==> src/rtl/lsu_mem_initiator.sv <==
// Purpose : load/store initiator between execute and the data cache; one LDR/STR in flight,
//           effective address = base + offset, single-cycle cache request, load data writeback.
// Latency : STR done at accept+2; LDR wb_valid/done at accept+MEM_LAT+2; misaligned fault at accept+1.
// Backpr. : req_ready is high only in IDLE; req_valid is ignored while busy (no queueing).
//
// Ports
//   clock, reset_n                  single clock, async active-low reset
//   req_valid/req_ready/req_*       uop from execute (uop, base, offset, store data, dest reg)
//   mem_uop/mem_addr/mem_wdata      cache request (mem_uop nonzero for exactly one cycle)
//   mem_rd_data                     cache read data, valid MEM_LAT cycles after the request edge
//   wb_valid/wb_rd/wb_data          load writeback (wb_valid is a 1-cycle pulse)
//   done, fault                     1-cycle retire pulse, alignment fault pulse
//
// Optional feature: define LSU_ALIGN_CHECK_EN to fault word-misaligned LDR/STR instead of
// issuing them; without it ea[1:0] is ignored and fault is tied low.

module lsu_mem_initiator #(
  parameter logic [4:0] STR_UOP = 5'b01001,
  parameter logic [4:0] LDR_UOP = 5'b01010,
  parameter int         ADDR_W  = 5,
  parameter int         MEM_LAT = 1
) (
  input  logic              clock,
  input  logic              reset_n,
  input  logic              req_valid,
  output logic              req_ready,
  input  logic [4:0]        req_uop,
  input  logic [31:0]       req_base,
  input  logic [31:0]       req_offset,
  input  logic [31:0]       req_store_data,
  input  logic [3:0]        req_rd,
  output logic [4:0]        mem_uop,
  output logic [ADDR_W-1:0] mem_addr,
  output logic [31:0]       mem_wdata,
  input  logic [31:0]       mem_rd_data,
  output logic              wb_valid,
  output logic [3:0]        wb_rd,
  output logic [31:0]       wb_data,
  output logic              done,
  output logic              fault
);

  typedef enum logic [1:0] {S_IDLE, S_ISSUE, S_WAIT, S_RESP} state_t;

  localparam int CNT_W = (MEM_LAT > 1) ? $clog2(MEM_LAT) : 1;

  state_t             state_q, state_d;
  logic [CNT_W-1:0]   cnt_q, cnt_d;
  logic               is_ld_q, is_ld_d;
  logic [3:0]         rd_q, rd_d;
  logic               req_ready_q, req_ready_d;
  logic [4:0]         mem_uop_q, mem_uop_d;
  logic [ADDR_W-1:0]  mem_addr_q, mem_addr_d;
  logic [31:0]        mem_wdata_q, mem_wdata_d;
  logic               wb_valid_q, wb_valid_d;
  logic [3:0]         wb_rd_q, wb_rd_d;
  logic [31:0]        wb_data_q, wb_data_d;
  logic               done_q, done_d;
`ifdef LSU_ALIGN_CHECK_EN
  logic               fault_q, fault_d;
`endif

  logic [31:0] ea;
  logic        accept;
  logic        is_mem_op;
  logic        unused_ea;

  // 32-bit effective address, carry out dropped.
  assign ea        = req_base + req_offset;
  // req_ready_q is only ever high in IDLE, so it doubles as the state qualifier.
  assign accept    = req_valid && req_ready_q;
  assign is_mem_op = (req_uop == LDR_UOP) || (req_uop == STR_UOP);
  // High ea bits wrap the cache; byte-offset bits only matter with the alignment check.
  assign unused_ea = ^{ea[31:ADDR_W+2], ea[1:0]};

  always_comb begin
    state_d     = state_q;
    cnt_d       = cnt_q;
    is_ld_d     = is_ld_q;
    rd_d        = rd_q;
    mem_uop_d   = 5'd0;
    mem_addr_d  = mem_addr_q;
    mem_wdata_d = mem_wdata_q;
    wb_valid_d  = 1'b0;
    wb_rd_d     = wb_rd_q;
    wb_data_d   = wb_data_q;
    done_d      = 1'b0;
`ifdef LSU_ALIGN_CHECK_EN
    fault_d     = 1'b0;
`endif

    case (state_q)
      S_IDLE: begin
        // Non-LDR/STR uops are accepted and silently dropped.
        if (accept && is_mem_op) begin
          is_ld_d     = (req_uop == LDR_UOP);
          rd_d        = req_rd;
          state_d     = S_ISSUE;
          mem_uop_d   = req_uop;
          mem_addr_d  = ea[ADDR_W+1:2];
          mem_wdata_d = req_store_data;
`ifdef LSU_ALIGN_CHECK_EN
          // Misaligned: retire immediately with a fault, cache never sees it.
          if (ea[1:0] != 2'b00) begin
            state_d     = S_RESP;
            mem_uop_d   = 5'd0;
            mem_addr_d  = mem_addr_q;
            mem_wdata_d = mem_wdata_q;
            done_d      = 1'b1;
            fault_d     = 1'b1;
          end
`endif
        end
      end
      S_ISSUE: begin
        if (is_ld_q) begin
          state_d = S_WAIT;
          cnt_d   = CNT_W'(MEM_LAT - 1);
        end else begin
          state_d = S_RESP;
          done_d  = 1'b1;
        end
      end
      S_WAIT: begin
        // Read data is captured on the edge that enters RESP.
        if (cnt_q == '0) begin
          state_d    = S_RESP;
          done_d     = 1'b1;
          wb_valid_d = 1'b1;
          wb_rd_d    = rd_q;
          wb_data_d  = mem_rd_data;
        end else begin
          cnt_d = cnt_q - CNT_W'(1);
        end
      end
      S_RESP: begin
        state_d = S_IDLE;
      end
      default: begin
        state_d = S_IDLE;
      end
    endcase

    req_ready_d = (state_d == S_IDLE);
  end

  always_ff @(posedge clock or negedge reset_n) begin
    if (!reset_n) begin
      state_q     <= S_IDLE;
      cnt_q       <= '0;
      is_ld_q     <= 1'b0;
      rd_q        <= 4'd0;
      req_ready_q <= 1'b0;
      mem_uop_q   <= 5'd0;
      mem_addr_q  <= '0;
      mem_wdata_q <= 32'd0;
      wb_valid_q  <= 1'b0;
      wb_rd_q     <= 4'd0;
      wb_data_q   <= 32'd0;
      done_q      <= 1'b0;
`ifdef LSU_ALIGN_CHECK_EN
      fault_q     <= 1'b0;
`endif
    end else begin
      state_q     <= state_d;
      cnt_q       <= cnt_d;
      is_ld_q     <= is_ld_d;
      rd_q        <= rd_d;
      req_ready_q <= req_ready_d;
      mem_uop_q   <= mem_uop_d;
      mem_addr_q  <= mem_addr_d;
      mem_wdata_q <= mem_wdata_d;
      wb_valid_q  <= wb_valid_d;
      wb_rd_q     <= wb_rd_d;
      wb_data_q   <= wb_data_d;
      done_q      <= done_d;
`ifdef LSU_ALIGN_CHECK_EN
      fault_q     <= fault_d;
`endif
    end
  end

  assign req_ready = req_ready_q;
  assign mem_uop   = mem_uop_q;
  assign mem_addr  = mem_addr_q;
  assign mem_wdata = mem_wdata_q;
  assign wb_valid  = wb_valid_q;
  assign wb_rd     = wb_rd_q;
  assign wb_data   = wb_data_q;
  assign done      = done_q;
`ifdef LSU_ALIGN_CHECK_EN
  assign fault     = fault_q;
`else
  assign fault     = 1'b0;
`endif

endmodule

==> config.mk <==
export PLATFORM = sky130hd
export DESIGN_NAME = lsu_mem_initiator
export DESIGN_NICKNAME = d
export VERILOG_FILES = /design/src/rtl/lsu_mem_initiator.sv
export SDC_FILE = /design/constraint.sdc
export NUM_CORES = 1
export LEC_CHECK = 0
export CAP_MARGIN = 20
export CORE_MARGIN = 1.5
export CORE_UTILIZATION = 40
export CTS_BUF_LIST = sky130_fd_sc_hd__clkbuf_2 sky130_fd_sc_hd__clkbuf_4 sky130_fd_sc_hd__clkbuf_8
export CTS_CLUSTER_DIAMETER = 50
export DETAILED_ROUTE_END_ITERATION = 8
export DONT_BUFFER_PORTS = 1
export GPL_ROUTABILITY_DRIVEN = 0
export PLACE_DENSITY_LB_ADDON = 0.12
export SLEW_MARGIN = 30
export SYNTH_ARGS = -nofsm -noshare
export SYNTH_HDL_FRONTEND = slang
export SYNTH_SLANG_ARGS = --single-unit
export TNS_END_PERCENT = 1
==> constraint.sdc <==
create_clock -name clock -period 1.39 [get_ports clock]
set_input_delay 0.2085 -clock clock [delete_from_list [all_inputs] [get_ports clock]]
set_output_delay 0.2085 -clock clock [all_outputs]
set_load 0.05 [all_outputs]
# == After elaboration in Yosys (flattened, before gate mapping) ==
# Cells that the tools add are included.
# op_classes
n_reduce_logical,9
n_eq_ne,6
bitwise,1
n_mux,13
n_addsub,2
# ops
cell,n
$eq 5x4->1 const B,2
$mux 5,2
$pmux 2 s4,1
$add 7x7->7,1
$mux 1,6
$reduce_and 2->1,3
$eq 2x2->1 const B,2
$logic_not 2->1,2
$mux 2,2
$pmux 1 s2,2
$eq 2x1->1 const B,1
$logic_and 1x1->1,2
$ne 2x2->1 const B,1
$reduce_bool 2->1,1
$logic_or 1x1->1,1
$not 1->1,1
$sub 1x1->1 const B,1
# word_totals
regBits,89
out_inout_bits,82
in_bits,140
elab_cells,43

# == Depth between registers and ports, before layout ==
# Gate-level depths: netlist (run 1).
# logic_depth
ltp_word,6
depth_mapped,7
mapped_depth_nobuf,6

# == Least setup slack after synthesis (run 1) ==
# OpenSTA, ideal clock, no wires.
# synth_timing
kind,reg-to-reg
startpoint,"reg req_ready_q, in the netlist req_ready"
endpoint,"reg mem_addr_q[4], in the netlist mem_addr[4]"
setup_ns,0.082
n_path_buf,1
arrival_ns,1.479
path_slack_ns,-0.171
stages_incl_launch_ff,7
synth_period_minus_slack_ns,1.561
required_ns,1.308
cell_sequence,dfrtp_1 -> and4b_1 -> nand4_4 -> clkinv_2 -> buf_6 -> nor2_1 -> a31oi_1
# synth_between
elab_chain_len,3
# synth_lines
item,line,text
"start, declared",51,"logic req_ready_q, req_ready_d;"
"start signal, assigned",169,req_ready_q <= req_ready_d;
$logic_and 1x1->1,71,assign accept = req_valid && req_ready_q;
$logic_and 1x1->1,95,if (accept && is_mem_op) begin
$reduce_and 2->1 (no source line),--,
"end signal, assigned",171,mem_addr_q <= mem_addr_d;
"end, declared",53,"logic [ADDR_W-1:0] mem_addr_q, mem_addr_d;"
# No other way between the ends.
# A chain may end at the register's enable or synchronous reset.

# == Final worst setup path (run 1) ==
# layout_timing
startpoint,reg state_q[0]
endpoint,"reg wb_data_q[17], in the netlist wb_data[17]"
# layout_between
elab_chain_len,2
# layout_lines
item,line,text
"start, declared",47,"state_t state_q, state_d;"
"start signal, assigned",165,state_q <= state_d;
$eq 2x2->1,92,case (state_q)
$reduce_and 2->1 (no source line),--,
"end signal, assigned",175,wb_data_q <= wb_data_d;
"end, declared",57,"logic [31:0] wb_data_q, wb_data_d;"
# No other way between the ends.

==> results.json, run 1 <==
{
  "multiInputGateArea_um2": 1220,
  "grt_pass1_vias": 2365,
  "grt_first_pass_wirelength_um": 11100,
  "tns_ns": 0,
  "post-place-ws_ns": -0.0277,
  "detail-route-antenna-nets": 0,
  "hp-class": "input port to asynchronous set/reset pin",
  "rr_endpoint": "wb_data[17]",
  "drive_above_1_share_pct": 27.5,
  "worst_setup_path_end_kind": "flop",
  "drt_iter0_drc": 68,
  "wl_per_cell_um": 14.5,
  "syn_avg_cell_area_um2": 11.6,
  "fin_cells": 519,
  "violations": "negative hold slack",
  "drt-pass1-iter-count": 4,
  "port_buffers": 0,
  "yosysWarnings": 0,
  "ys_seq_area_share_pct": 62.9,
  "dieArea_um2": 9320,
  "p_leak_uw": 0.00238,
  "clockBufferDepth": 2,
  "fin_nets": 560,
  "p_per_area_nw_per_um2": 2400,
  "wl_um": 7540,
  "grt.total_usage_pct": 16.0,
  "cts_max_level": 3,
  "drv_slew": 0,
  "timing.fmax_ghz": 0.736,
  "die_w_um": 96.5,
  "std_cell_rows": 33,
  "rr_startpoint": "state_q[0]",
  "diodes": 0,
  "synth-edff-count": 0,
  "dp.cells": 448,
  "clk_pin_slew_ns": 0.08,
  "clkLatencyLatePin_ns": 0.33,
  "rsz0062_at_grt": "true",
  "synth.distinct_cells": 31,
  "drt-vias-per-instance": 4.78,
  "synthArstFlopShare_pct": 100,
  "core-area_um2": 8340,
  "cts.sinks": 88,
  "overflow": 0,
  "startpoint_type": "flop",
  "cts_tree": "done",
  "post-route-min-period_ns": 1.36,
  "syn_to_final_growth_pct": 36.1,
  "syn_inst": 301,
  "r2r_cells": 4,
  "numCtsBuffers": 9,
  "criticalPathCategory": "flop to flop",
  "hold_viol_final": 88,
  "worstPathArrival_ns": 1.58,
  "whs_ns": -0.447,
  "ys.flop_type": "dfrtp_1",
  "cp_data_required_time_ns": 1.61,
  "vias": 2481,
  "reg2reg_setup_slack_ns": 0.03,
  "place_hpwl_um": 4970,
  "ios": 222,
  "skew_ns": 0.00738,
  "outcome": "finished with violations",
  "worstPathMaxFanout": 23,
  "grt_max_degree": 89,
  "antenna_found_initial": 0,
  "start_util_pct": 42.0,
  "die_h_um": 96.5,
  "peakVddDrop_v": 0.00101,
  "setup_viol_count_final": 0,
  "postCtsSetupBuffers": 0,
  "finalCritPeriodShare_pct": 97.8,
  "layout_setup_ws_ns": 0.0304,
  "syn_area_um2": 3500,
  "synth-seq-cells": 88,
  "cts_root_buf": "clkbuf_8",
  "final.fill_count": 701,
  "drc": 0,
  "regArea_um2": 2200,
  "cap_violations": 0
}
synth_stat cells, types with 3 or more instances:
library cell	n	area (µm²)
a21oi_1	3	15.0
a31oi_1	3	18.8
ha_1	9	113
buf_4	4	30.0
inv_1	4	15.0
a21o_1	3	22.5
nor2_1	3	11.3
clkbuf_1	4	15.0
buf_2	4	20.0
dfrtp_1	88	2200
nand2_1	113	424
mux2_2	36	405
worst max path at each step:
stage / endpoint / cells past startpoint / startpoint / slack, ns
2_1_floorplan: wb_data[15] / 5 / state_q[0] / -0.03
3_3_place_gp: mem_addr[2] / 5 / req_base[2] / -0.01
3_5_place_dp: mem_addr[2] / 5 / req_base[2] / -0.03
4_1_cts: wb_data[8] / 4 / state_q[0] / -0.01
5_1_grt: wb_data[20] / 4 / state_q[0] / -0.04
6_report: wb_data[17] / 4 / state_q[0] / 0.03
worst max-delay path, stage by stage (launching register included):
cell     delay [ns]
dfrtp_1        0.40
inv_2          0.08
ha_2           0.23
buf_12         0.18
mux2_2         0.35
what timing repair did:
| action | CTS | global route |
|---|---|---|
| hold buffers | 55 | 2 |
| endpoints found under the setup margin | 22 | 77 |
| hold endpoints to repair | 143 | 90 |
| pin swaps | 0 | 1 |
| resized for setup | 1 | 10 |
final cells by class:
type	instances	area share [%]
sequential	88	46.3
multi-input combinational	197	25.6
timing repair buffer	110	21.2
clock buffer	10	2.76
tap	105	2.76
clock inverter	4	0.998
inverter	5	0.447
power by group:
part           leakage (µW)  total [µW]  switching [µW]  internal (µW)
sequential          0.00113        4840            1390           3450
clock             0.0000914        1650             826            826
combinational       0.00116        4920            3060           1850
total               0.00238       11400            5280           6130
cells by family after synthesis:
kind of cell	Yosys count	share of synthesized area (%)
fa+ha+maj	9	3.22
buf+inv	18	2.75
other cells	1	0.107
xor+xnor	3	0.966
flops	88	62.9
compound gates	18	3.47
mux	36	11.6
simple gates	128	15.0
registers in the layout, indices dropped and copies added, names as in the netlist:
| register | cells |
|---|---|
| wb_rd | 4 |
| wb_data | 32 |
| done | 1 |
| wb_valid | 1 |
| mem_uop | 5 |
| rd_q | 4 |
| mem_wdata | 32 |
| is_ld_q | 1 |
| req_ready | 1 |
| state_q | 2 |
| mem_addr | 5 |
placed cells by master (no fill, tap or decap), types with 2 or more instances in the layout:
| cell | n |
|---|---|
| and2_1 | 2 |
| o21a_1 | 2 |
| mux2_2 | 36 |
| buf_6 | 2 |
| a21o_1 | 3 |
| a21oi_1 | 3 |
| xor2_1 | 2 |
| clkbuf_8 | 9 |
| nor3_1 | 2 |
| ha_2 | 2 |
| nand3_1 | 2 |
| nand4_1 | 2 |
| conb_1 | 3 |
| a31oi_1 | 3 |
| inv_2 | 2 |
| buf_4 | 48 |
| inv_1 | 2 |
| dlygate4sd3_1 | 57 |
| dfrtp_1 | 87 |
| nand2_1 | 113 |
| buf_12 | 2 |
| clkinv_2 | 2 |
| nor2_1 | 3 |
| ha_1 | 7 |
routing by layer:
layer	track usage, %	routed length, µm	vias up	part of all wire, %
met3	4.77	640	9	8.5
li1	-	-	1192	-
met5	0	0	-	0
met1	17.8	3080	1162	41
met2	27.9	3730	118	49
met4	7.49	99	0	1.3
stage by stage:
stage               util (%)  area, µm²  power [µW]  hold slack (ns)
finish                  57.1       4760       11400           -0.447
global route            57.1       4760       12000           -0.483
CTS                     56.6       4720       11500           -0.471
detailed placement      47.8       3990        9680          -0.0854
global placement        47.8       3990        9610          -0.0854
floorplan                  -       3520        8280          -0.0871
(Power assumes the default switching activity.)
==> run 2, diff against run 1 <==
--- a/config.mk
+++ b/config.mk
@@ -6,11 +6,11 @@
 export NUM_CORES = 1
 export LEC_CHECK = 0
 export CAP_MARGIN = 20
-export CORE_MARGIN = 1.5
-export CORE_UTILIZATION = 40
+export CORE_AREA = 2 2 85 87
 export CTS_BUF_LIST = sky130_fd_sc_hd__clkbuf_2 sky130_fd_sc_hd__clkbuf_4 sky130_fd_sc_hd__clkbuf_8
 export CTS_CLUSTER_DIAMETER = 50
 export DETAILED_ROUTE_END_ITERATION = 8
+export DIE_AREA = 0 0 87 89
 export DONT_BUFFER_PORTS = 1
 export GPL_ROUTABILITY_DRIVEN = 0
 export PLACE_DENSITY_LB_ADDON = 0.12
==> results.json, run 2 (synthesized netlist as in run 1, its figures left out) <==
{
  "outcome": "finished with violations",
  "violations": "negative hold slack",
  "finalCritPeriodShare_pct": 97.9,
  "rsz0062_at_grt": "true",
  "core-area_um2": 6720,
  "tightest_slew_ns": 0.502,
  "clockBufferDepth": 2,
  "drive_above_1_share_pct": 27.7,
  "drc": 0,
  "slew-limit-headroom_pct": 66.5,
  "grt.total_usage_pct": 20.1,
  "die_h_um": 89,
  "vias": 2527,
  "worstPathArrival_ns": 1.59,
  "setup_viol_count_final": 0,
  "ios": 222,
  "worstPathMaxFanout": 18,
  "post-route-min-period_ns": 1.36,
  "criticalPathCategory": "flop to flop",
  "std_cell_rows": 30,
  "final.fill_count": 432,
  "cts_max_level": 3,
  "p_leak_uw": 0.00250,
  "clk_pin_slew_ns": 0.09,
  "numCtsBuffers": 9,
  "mostFrequentLayoutCells": "nand2_1 (113), dfrtp_1 (87), dlygate4sd3_1 (58)",
  "grt_first_pass_wirelength_um": 11900,
  "skew_ns": 0.00984,
  "layout_commonest_cell": "nand2_1",
  "worst_setup_path_end_kind": "flop",
  "overflow": 0,
  "hp-class": "input port to asynchronous set/reset pin",
  "drt-vias-per-instance": 5.06,
  "fin_nets": 564,
  "finish.utilization_pct": 73.5,
  "wl_per_cell_um": 16.5,
  "place_hpwl_um": 4960,
  "start_util_pct": 52.1,
  "drt_iter0_drc": 111,
  "regArea_um2": 2200,
  "syn_to_final_growth_pct": 41.2,
  "cts_tree": "done",
  "drv_slew": 0,
  "peakVddDrop_v": 0.000977,
  "cts.sinks": 88,
  "antenna_found_initial": 0,
  "port_buffers": 0,
  "startpoint_type": "flop",
  "cts_root_buf": "clkbuf_8",
  "grt_max_degree": 89,
  "multiInputGateArea_um2": 1280,
  "die_w_um": 87,
  "cp_data_required_time_ns": 1.62,
  "grt_pass1_vias": 2472,
  "diodes": 0,
  "dieArea_um2": 7740,
  "detail-route-antenna-nets": 0,
  "whs_ns": -0.452,
  "hold_viol_final": 88,
  "timing.fmax_ghz": 0.735,
  "clkLatencyLatePin_ns": 0.34,
  "cap_violations": 0,
  "wl_um": 8230,
  "p_per_area_nw_per_um2": 2490,
  "drt-pass1-iter-count": 4
}
run 2: changes by cell type in the layout (fill, tap and decap cells not counted), moves of 2 or more:
cell       change
bufinv_16      +2
mux2_4        +11
clkbuf_16      +2
ha_2           -2
mux2_2        -11
clkinv_2       -2
clkinv_4       +2
ha_4           +2
run 2: per-layer routing:
metal	up-vias	routed length, µm	part of all wire (%)	GRT usage (%)
li1	1198	-	-	-
met1	1193	3230	39	24.0
met2	122	4250	52	34.6
met3	14	596	7.2	5.08
met4	0	157	1.9	9.09
met5	-	0	0	0
run 2: final timing paths:
check / startpoint / endpoint / slack (ns) / depth (start not counted)
worst max-delay path: state_q[0] / wb_data[7] / 0.03 / 4
worst min-delay path: reset_n / wb_data[9] / -0.45 / 0
worst max register to register: state_q[0] / wb_data[7] / 0.03 / 4
worst min register to register: is_ld_q / is_ld_q / 0.48 / 1
max in group asynchronous: reset_n / rd_q[2] / 1.73 / 0
min in group clock: mem_rd_data[13] / wb_data[13] / 0.02 / 1
run 2: cell type report:
class / instances / area share, %
sequential: 88 / 44.6
multi-input combinational: 197 / 25.9
timing repair buffer: 114 / 22.2
clock buffer: 10 / 2.66
clock inverter: 5 / 2.15
tap: 80 / 2.03
inverter: 5 / 0.481
run 2: power breakdown:
group	internal [µW]	switching, µW	total [µW]
Combinational	2140	3230	5370
Sequential	3450	1410	4860
Clock	1210	858	2070
run 2: per-stage QoR:
stage	setup slack, ns	area [µm²]	instances	TNS [ns]	power (µW)
3_5_place_dp	-0.0405	3930	421	-1.08	9670
3_3_place_gp	-0.0179	3930	421	-0.533	9560
2_1_floorplan	-0.0341	3520	303	-1.24	8280
5_1_grt	-0.0315	4940	499	-0.593	12800
4_1_cts	-0.0124	4740	490	-0.0124	12000
6_report	0.0287	4940	499	0	12300
run 2: worst max-delay path, cell delays in order (launching register included):
cell     delay, ns
dfrtp_1       0.40
inv_2         0.12
ha_4          0.21
buf_16        0.17
mux2_2        0.35
run 2: timing repair:
item                       CTS  global route
cloned                       1             2
hold endpoints to repair   141            93
hold buffers                53             5
pin swaps                    0             2
setup endpoints to repair   37            50
setup buffers                0             2
gates resized for setup      5            22
==> run 3, diff against run 2 <==
==> constraint.sdc (replaced) <==
create_clock -name clock -period 1.39 [get_ports clock]
set_input_delay 0.278 -clock clock [delete_from_list [all_inputs] [get_ports clock]]
set_output_delay 0.278 -clock clock [all_outputs]
set_load 0.05 [all_outputs]
==> results.json, run 3 (synthesized netlist as in run 1, its figures left out) <==
{
  "outcome": "finished with violations",
  "violations": "negative hold slack",
  "start_util_pct": 52.1,
  "hold_viol_final": 88,
  "drv_slew": 0,
  "fin_nets": 464,
  "reg2reg_setup_slack_ns": 0.04,
  "worst_setup_path_end_kind": "flop",
  "cap_violations": 0,
  "die_h_um": 89,
  "criticalPathCategory": "flop to flop",
  "layout_setup_ws_ns": 0.0449,
  "diodes": 0,
  "skew_ns": 0.00650,
  "drc": 0,
  "startpoint_type": "flop",
  "p_leak_uw": 0.00198,
  "grt.total_usage_pct": 17.2,
  "detail-route-antenna-nets": 0,
  "peakVddDrop_v": 0.000939,
  "clockBufferDepth": 2,
  "wl_per_cell_um": 16.9,
  "drt_iter0_drc": 93,
  "layout_commonest_cell": "nand2_1",
  "timing.fmax_ghz": 0.743,
  "core-area_um2": 6720,
  "std_cell_rows": 30,
  "rr_startpoint": "state_q[0]",
  "tightest_slew_ns": 0.541,
  "grt_first_pass_wirelength_um": 10100,
  "place_hpwl_um": 4770,
  "dieArea_um2": 7740,
  "slew-limit-headroom_pct": 64.0,
  "whs_ns": -0.386,
  "met2_length_um": 3330,
  "cts_tree": "done",
  "port_buffers": 0,
  "worstPathArrival_ns": 1.58,
  "final.fill_count": 560,
  "wl_um": 6760,
  "grt_pass1_vias": 2134,
  "mostFrequentLayoutCells": "nand2_1 (113), dfrtp_1 (87), mux2_2 (36)",
  "post-route-min-period_ns": 1.35,
  "maxUsedRoutingLayer": "met4",
  "post-place-ws_ns": -0.0930,
  "rsz0062_at_grt": "true",
  "r2r_cells": 4,
  "drt-vias-per-instance": 5.36,
  "clkLatencyLatePin_ns": 0.35,
  "drt-met1-wl_um": 2610,
  "drt-pass1-iter-count": 4,
  "dr_wl_met3_um": 690,
  "hp-class": "input port to asynchronous set/reset pin",
  "vias": 2142,
  "rr_endpoint": "wb_data[21]",
  "setup_viol_count_final": 0,
  "cts_max_level": 3,
  "drive_above_1_share_pct": 23.8,
  "die_w_um": 87,
  "overflow": 0,
  "cts.sinks": 88,
  "p_per_area_nw_per_um2": 2720,
  "finalCritPeriodShare_pct": 96.8,
  "antenna_found_initial": 0,
  "grt_max_degree": 89,
  "cts_root_buf": "clkbuf_8",
  "cp_data_required_time_ns": 1.62,
  "syn_to_final_growth_pct": 12.5,
  "numCtsBuffers": 9,
  "finalPower_uw": 10700,
  "ios": 222,
  "clk_pin_slew_ns": 0.08,
  "worstPathMaxFanout": 17
}
[run 3: changes by cell type in the layout (fill, tap and decap cells not counted), sizes merged]
cell,before,now
inv,4,5
buf,54,14
clkinv,2,3
dlygate4sd3,58,0
bufinv,3,1
clkbuf,12,11
[run 3: report_power, final]
part	switching, µW	internal (µW)	leakage [µW]
Combinational	802	1120	0.000745
Clock	898	942	0.000106
Sequential	3540	3410	0.00113
[run 3: through the flow]
step	util [%]	std cells	instance area, µm²	TNS, ns
after detailed placement	54.3	382	3650	-0.249
after CTS	58.2	399	3910	-0.0226
after global placement	54.3	382	3650	-0.157
after global routing	58.6	400	3940	-0.0445
after floorplan	-	303	3520	-1.25
final	58.6	400	3940	0
[run 3: worst max path at each step]
stage                      startpoint  slack [ns]          end  cells after the start
after floorplan            state_q[0]       -0.03  wb_data[15]                      5
after global placement    req_base[2]       -0.08  mem_addr[2]                      5
after detailed placement  req_base[2]       -0.09  mem_addr[2]                      5
after CTS                  state_q[1]       -0.01      is_ld_q                      5
after global routing       state_q[0]       -0.01  wb_data[17]                      4
final                      state_q[0]        0.04  wb_data[21]                      4
[run 3: worst max-delay path: stages, from the launching register on]
cell and delay, ns:
dfrtp_1 0.40, inv_2 0.12, ha_4 0.20, buf_12 0.16
mux2_2 0.34
[run 3: layer usage]
metal | vias to the layer above | GRT usage [%]
li1 | 1005 | -
met1 | 1009 | 19.4
met2 | 115 | 28.9
met3 | 13 | 5.82
met4 | 0 | 9.09
met5 | - | 0
[run 3: area by class of cell]
cell class                 instances  area [µm²]  share of cell area, %
clock inverter                     5        63.8                   1.62
inverter                           5        23.8                  0.604
sequential                        88        2200                   55.9
tap                               80         100                   2.54
multi-input combinational        197        1240                   31.4
timing repair buffer              14         158                   4.00
clock buffer                      11         151                   3.84
[run 3: what timing repair did]
action,in CTS,in global routing
pin swaps,0,0
endpoints found under the setup margin,35,42
setup buffers,0,1
endpoints found under the hold margin,88,88
gates resized for setup,6,5
gates cloned,1,0
